**config.mk**
```make
export PLATFORM = sky130hd
export DESIGN_NAME = counter_ctrl
export DESIGN_NICKNAME = d
export VERILOG_FILES = /design/src/rtl/counter_ctrl.sv
export SDC_FILE = /design/constraint.sdc
export NUM_CORES = 1
export LEC_CHECK = 0
export BUFFER_PORTS_ARGS = -buffer_cell sky130_fd_sc_hd__buf_2
export CORE_ASPECT_RATIO = 1.75
export CORE_UTILIZATION = 35
export CTS_BUF_LIST = sky130_fd_sc_hd__clkbuf_4 sky130_fd_sc_hd__clkbuf_8 sky130_fd_sc_hd__clkbuf_16
export CTS_CLUSTER_DIAMETER = 80
export DETAILED_ROUTE_END_ITERATION = 10
export GPL_ROUTABILITY_DRIVEN = 0
export PLACE_DENSITY_LB_ADDON = 0.15
export SLEW_MARGIN = 20
export SYNTH_ARGS = -nofsm -noshare
export SYNTH_HDL_FRONTEND = slang
export SYNTH_SLANG_ARGS = --single-unit
```
**constraint.sdc**
```tcl
create_clock -name clk -period 2 [get_ports clk]
set_input_delay 0.4 -clock clk [delete_from_list [all_inputs] [get_ports clk]]
set_output_delay 0.4 -clock clk [all_outputs]
set_load 0.05 [all_outputs]
```
**src/rtl/counter_ctrl.sv**
```systemverilog
// Front-end controller for a two-digit counter chain: button conditioning,
// count pulse generation with hold-to-repeat, mode/direction/max config, display scan.
module counter_ctrl #(
   parameter int unsigned DEBOUNCE_CYCLES = 4,
   parameter int unsigned HOLD_CYCLES     = 16,
   parameter int unsigned REPEAT_CYCLES   = 8,
   parameter int unsigned SCAN_CYCLES     = 4
) (
   input  logic       clk,
   input  logic       reset,
   input  logic       btn_cnt,
   input  logic       btn_dir,
   input  logic       btn_mode,
   input  logic       cfg_load,
   input  logic [3:0] cfg_val,
   input  logic [3:0] cnt_lo,
   input  logic [3:0] cnt_hi,
   output logic       inc,
   output logic       up_down_sel,
   output logic       carry_en,
   output logic       max_en,
   output logic [3:0] max_val,
   output logic [1:0] mode,
   output logic       disp_sel,
   output logic [3:0] disp_digit
);

   localparam logic [7:0] DEB_LIM  = 8'(DEBOUNCE_CYCLES);
   localparam logic [7:0] HOLD_LD  = 8'(HOLD_CYCLES);
   localparam logic [7:0] REP_LD   = 8'(REPEAT_CYCLES);
   localparam logic [7:0] SCAN_LIM = 8'(SCAN_CYCLES - 1);

   localparam int unsigned B_CNT  = 0;
   localparam int unsigned B_DIR  = 1;
   localparam int unsigned B_MODE = 2;

   typedef enum logic [1:0] {
      CNT_IDLE   = 2'd0,
      CNT_HOLD   = 2'd1,
      CNT_REPEAT = 2'd2
   } cnt_state_e;

   typedef enum logic [1:0] {
      MODE_FREE  = 2'd0,
      MODE_CARRY = 2'd1,
      MODE_MAX   = 2'd2
   } mode_e;

   logic [2:0]      btn_raw;
   logic [2:0]      sync1_q, sync1_d;
   logic [2:0]      sync2_q, sync2_d;
   logic [2:0]      db_q, db_d;
   logic [2:0]      db_prev_q, db_prev_d;
   logic [2:0][7:0] dbc_q, dbc_d;
   logic [2:0]      press;

   cnt_state_e      cnt_state_q, cnt_state_d;
   logic [7:0]      timer_q, timer_d;
   logic            inc_q, inc_d;

   mode_e           mode_q, mode_d;
   logic            dir_q, dir_d;
   logic [3:0]      max_val_q, max_val_d;
   logic            accept;

   logic [7:0]      scan_q, scan_d;
   logic            disp_sel_q, disp_sel_d;
   logic [3:0]      disp_digit_q, disp_digit_d;

   assign btn_raw = {btn_mode, btn_dir, btn_cnt};

   // A level change is accepted only after the synchronized level has
   // disagreed with the debounced level for DEBOUNCE_CYCLES cycles in a row.
   always_comb begin
      sync1_d   = btn_raw;
      sync2_d   = sync1_q;
      db_prev_d = db_q;
      db_d      = db_q;
      dbc_d     = dbc_q;
      for (int unsigned i = 0; i < 3; i++) begin
         if (sync2_q[i] != db_q[i]) begin
            if (dbc_q[i] == DEB_LIM) begin
               db_d[i]  = ~db_q[i];
               dbc_d[i] = '0;
            end else begin
               dbc_d[i] = dbc_q[i] + 8'd1;
            end
         end else begin
            dbc_d[i] = '0;
         end
      end
      press = db_q & ~db_prev_q;
   end

   always_comb begin
      cnt_state_d = cnt_state_q;
      timer_d     = timer_q;
      inc_d       = 1'b0;
      unique case (cnt_state_q)
         CNT_IDLE: begin
            if (press[B_CNT]) begin
               inc_d       = 1'b1;
               timer_d     = HOLD_LD;
               cnt_state_d = CNT_HOLD;
            end
         end
         CNT_HOLD, CNT_REPEAT: begin
            // Release wins over an expiry in the same cycle.
            if (!db_q[B_CNT]) begin
               cnt_state_d = CNT_IDLE;
            end else if (timer_q <= 8'd1) begin
               inc_d       = 1'b1;
               timer_d     = REP_LD;
               cnt_state_d = CNT_REPEAT;
            end else begin
               timer_d = timer_q - 8'd1;
            end
         end
         default: cnt_state_d = CNT_IDLE;
      endcase
   end

   always_comb begin
      accept    = (cnt_state_q == CNT_IDLE);
      mode_d    = mode_q;
      dir_d     = dir_q;
      max_val_d = max_val_q;
      if (accept && press[B_DIR]) begin
         dir_d = ~dir_q;
      end
      if (accept && press[B_MODE]) begin
         unique case (mode_q)
            MODE_FREE:  mode_d = MODE_CARRY;
            MODE_CARRY: mode_d = MODE_MAX;
            default:    mode_d = MODE_FREE;
         endcase
      end
      if (cfg_load) begin
         max_val_d = cfg_val;
      end
   end

   always_comb begin
      scan_d       = scan_q + 8'd1;
      disp_sel_d   = disp_sel_q;
      disp_digit_d = disp_sel_q ? cnt_hi : cnt_lo;
      if (scan_q >= SCAN_LIM) begin
         scan_d     = '0;
         disp_sel_d = ~disp_sel_q;
      end
   end

   always_ff @(posedge clk) begin
      if (reset) begin
         sync1_q      <= '0;
         sync2_q      <= '0;
         db_q         <= '0;
         db_prev_q    <= '0;
         dbc_q        <= '0;
         cnt_state_q  <= CNT_IDLE;
         timer_q      <= '0;
         inc_q        <= 1'b0;
         mode_q       <= MODE_FREE;
         dir_q        <= 1'b0;
         max_val_q    <= 4'd9;
         scan_q       <= '0;
         disp_sel_q   <= 1'b0;
         disp_digit_q <= '0;
      end else begin
         sync1_q      <= sync1_d;
         sync2_q      <= sync2_d;
         db_q         <= db_d;
         db_prev_q    <= db_prev_d;
         dbc_q        <= dbc_d;
         cnt_state_q  <= cnt_state_d;
         timer_q      <= timer_d;
         inc_q        <= inc_d;
         mode_q       <= mode_d;
         dir_q        <= dir_d;
         max_val_q    <= max_val_d;
         scan_q       <= scan_d;
         disp_sel_q   <= disp_sel_d;
         disp_digit_q <= disp_digit_d;
      end
   end

   assign inc         = inc_q;
   assign up_down_sel = dir_q;
   assign carry_en    = (mode_q == MODE_CARRY);
   assign max_en      = (mode_q == MODE_MAX);
   assign max_val     = max_val_q;
   assign mode        = mode_q;
   assign disp_sel    = disp_sel_q;
   assign disp_digit  = disp_digit_q;

endmodule

```
==> impl_metrics.csv <==
group,metric,value,unit
outcome,outcome,"finished clean",
timing,drv_slew,0,
job,max-cap-violations,0,
critical_path,startpoint_type,"flop",
logic_synthesis,syn_area,2710,sq um
drt,vias,2094,
critical_path,crit_buf_inv,2,
timing,fin_crit_sh,0.943,
global_route,antenna_found_initial,0,
die,coreArea,7510,sq um
timing,final.setup.tns,0,ns
clock_network,clkSinkCount,67,
timing,setup_viol,0,
min_path,hold_path_class,"primary input to flop",
die,initial_core_util,0.360,
drt,dr.pass1.iters,4,
drt,drtIter0Drc,84,
clock_network,tritoncts.num_buffers,9,
clock_network,cts_resized,0,
logic_synthesis,netlist.top_cell.by_area,"dfxtp_1",
power_and_ir_drop,switching_share,0.214,
logic_synthesis,synth_area_leaders,"dfxtp_1 (50%), nor2_1 (5.6%), ha_1 (5.1%)",
clock_network,clockBufferDepth,2,
power_and_ir_drop,p_switching,0.654,mW
logic_synthesis,syn_area_per_cell,9.46,sq um
critical_path,cp.arrival,2.14,ns
placement,dp_hpwl,3570,microns
logic_synthesis,synth.distinct_cells,43,
cells_and_area,nets,359,
logic_synthesis,ys.flop_type,"dfxtp_1",
clock_network,cts_root_buffer,"clkbuf_16",
die,die_h,118,microns
die,rows,42,
clock_network,cts_tree,"yes",
logic_synthesis,synth-seq-area-share,0.496,
logic_synthesis,ys_ff_latch,67,
critical_path,critical_path_class,"flop to flop",
logic_synthesis,yosysTopAreaCellShare,0.496,
power_and_ir_drop,ir_worst_vdd,0.460,mV
logic_synthesis,synth_cells,286,
timing,worst_clock_skew,0.00414,ns
die,die_w,68.5,microns
timing,period_minus_slack,1.89,ns
drt,routed_via_density,4.95,
critical_path,crit_fanout,6,
clock_network,path_clk_slew,0.05,ns
logic_synthesis,synth.yosys.warnings,0,
cells_and_area,diodes,0,
drt,wl_per_cell,11.9,microns
critical_path,rrSetupSlack,0.11,ns
clock_network,holdBufCountCts,0,
cells_and_area,nFillCells,764,
clock_network,cts_setup_buffers,0,
global_route,grt_usage,0.145,
timing,whs,0.273,ns
global_route,grt_pass1_wl,8750,microns
die,die_area,8100,sq um
placement,port_buffers,32,
power_and_ir_drop,p_leak,1.38,nW
cells_and_area,seqCellArea,1340,sq um
critical_path,crit_path_cell_trace,"inv_1, ha_1, nor2_1, o41ai_1, buf_4, or4_1, a31oi_1",
cells_and_area,drive_gt1_frac,0.170,
power_and_ir_drop,p_total,3.06,mW
logic_synthesis,yosysMostFrequentCell,"dfxtp_1",
drt,wl,5030,microns
cells_and_area,synthToLayoutAreaGrowth,21.7,%
drt,drcViolationCount,0,
logic_synthesis,synth_edf_count,0,
timing,rsz0062_at_grt,"no",
clock_network,h-tree-depth,3,
logic_synthesis,yosys-top-cells-count,"dfxtp_1 (67), nor2_1 (40), nand3_1 (21), xor2_1 (15), nand2_1 (14)",
power_and_ir_drop,clkPwrFrac,0.509,
critical_path,slowest_stage,"or4_1",
die,pin_count,33,
power_and_ir_drop,p_int,2.41,mW
power_and_ir_drop,power.density,930,nW/um^2
timing,fmax,530,MHz
critical_path,path_delay_family,"simple AND/OR/NAND/NOR gates",
logic_synthesis,ys_async_sr_fraction,0,
critical_path,end_kind,"flop",
critical_path,cp_slowest_stage_delay,0.46,ns
global_route,grt_max_degree,27,
critical_path,required,2.25,ns
timing,hold_viol,0,
global_route,grt_pass1_vias,1974,
power_and_ir_drop,comb_power_share,0.042,
clock_network,clk_latency,0.33,ns
cells_and_area,multi_input_area,1310,sq um
global_route,grt_overflow_total,0,
power_and_ir_drop,p_seq_frac,0.449,
drt,ant_nets,0,
[per-layer routing]
metal  part of all wire  GRT usage  routed length (microns)
met1               0.43      0.164                     2170
met2               0.51      0.227                     2580
met3              0.028     0.0386                      139
met4              0.027     0.0977                      138
met5                  0          0                        0
[worst reg2reg max path, cell delays in order, from the launching register on]
cell,delay (ns)
dfxtp_1,0.41
inv_1,0.07
ha_1,0.23
nor2_1,0.20
o41ai_1,0.10
buf_4,0.16
or4_1,0.46
a31oi_1,0.17
[path summary, 6_finish.rpt]
check,start,endpoint,cells past startpoint
setup / recovery,timer_q[0],timer_q[2],7
hold / removal,cfg_val[0],max_val[0],2
setup reg to reg,timer_q[0],timer_q[2],7
hold reg to reg,scan_q[0],scan_q[0],1
[power groups by stage]
stage               Sequential (mW)  Combinational [mW]  Clock (mW)
detailed placement             1.40               0.130           0
finish                         1.38               0.127        1.56
floorplan                      1.45              0.0480           0
global route                   1.38               0.138        1.66
global placement               1.40               0.128           0
CTS                            1.38               0.130        1.61
[layout make-up]
type                    count  area share
inverters                  11      0.0125
clock buffers              11      0.0748
well taps                  88      0.0334
multi-input cells         205       0.398
repair buffers             36      0.0578
clock inverters             5      0.0160
flip-flops and latches     67       0.407
[cells in the final DEF (no fill, tap or decap), drive strengths merged, types with 2 or more instances in the layout]
cell type and n:
nor3 7, or3 6, buf 36, nand3 21
nand3b 2, conb 6, clkinv 3, nor4b 3
inv 11, and3 9, a221o 2, dfxtp 67
or4 4, mux2i 9, a21o 2, a31oi 2
ha 11, o21ai 3, nor3b 2, xnor2 7
nor2 40, clkbuf 11, a211o 2, nor4 3
nand2 14, xor2 15, a21oi 8, nor2b 13
o31ai 2
[registers in the layout (all words and copies together), names as in the netlist]
name,cells
cnt_state_q,2
db_prev_d,3
db_prev_q,3
dbc_q,24
disp_digit,4
disp_sel,1
inc,1
max_val,4
mode,2
scan_q,8
sync1_q,3
sync2_q,3
timer_q,8
up_down_sel,1
[through the flow]
stage          instances  area [sq um]  setup slack, ns  utilization
5_1_grt              423          3290          0.00522        0.438
3_5_place_dp         407          2990            0.119        0.398
4_1_cts              423          3290            0.119        0.438
3_3_place_gp         407          2990            0.167        0.398
2_1_floorplan        291          2720            0.125            -
6_report             423          3290            0.113        0.438
[kinds of logic (layout without fill, tap and decap cells)]
kind of cell,count (synthesis),after routing,synth area share
simple gates,129,129,0.249
flops,67,67,0.496
compound gates,28,28,0.0722
xor+xnor,22,22,0.0712
buf+inv,19,63,0.0264
fa+ha+maj,11,11,0.0509
mux,9,9,0.0333
other cells,1,6,0.00139
Note: power is estimated with default switching activity, not from simulation.
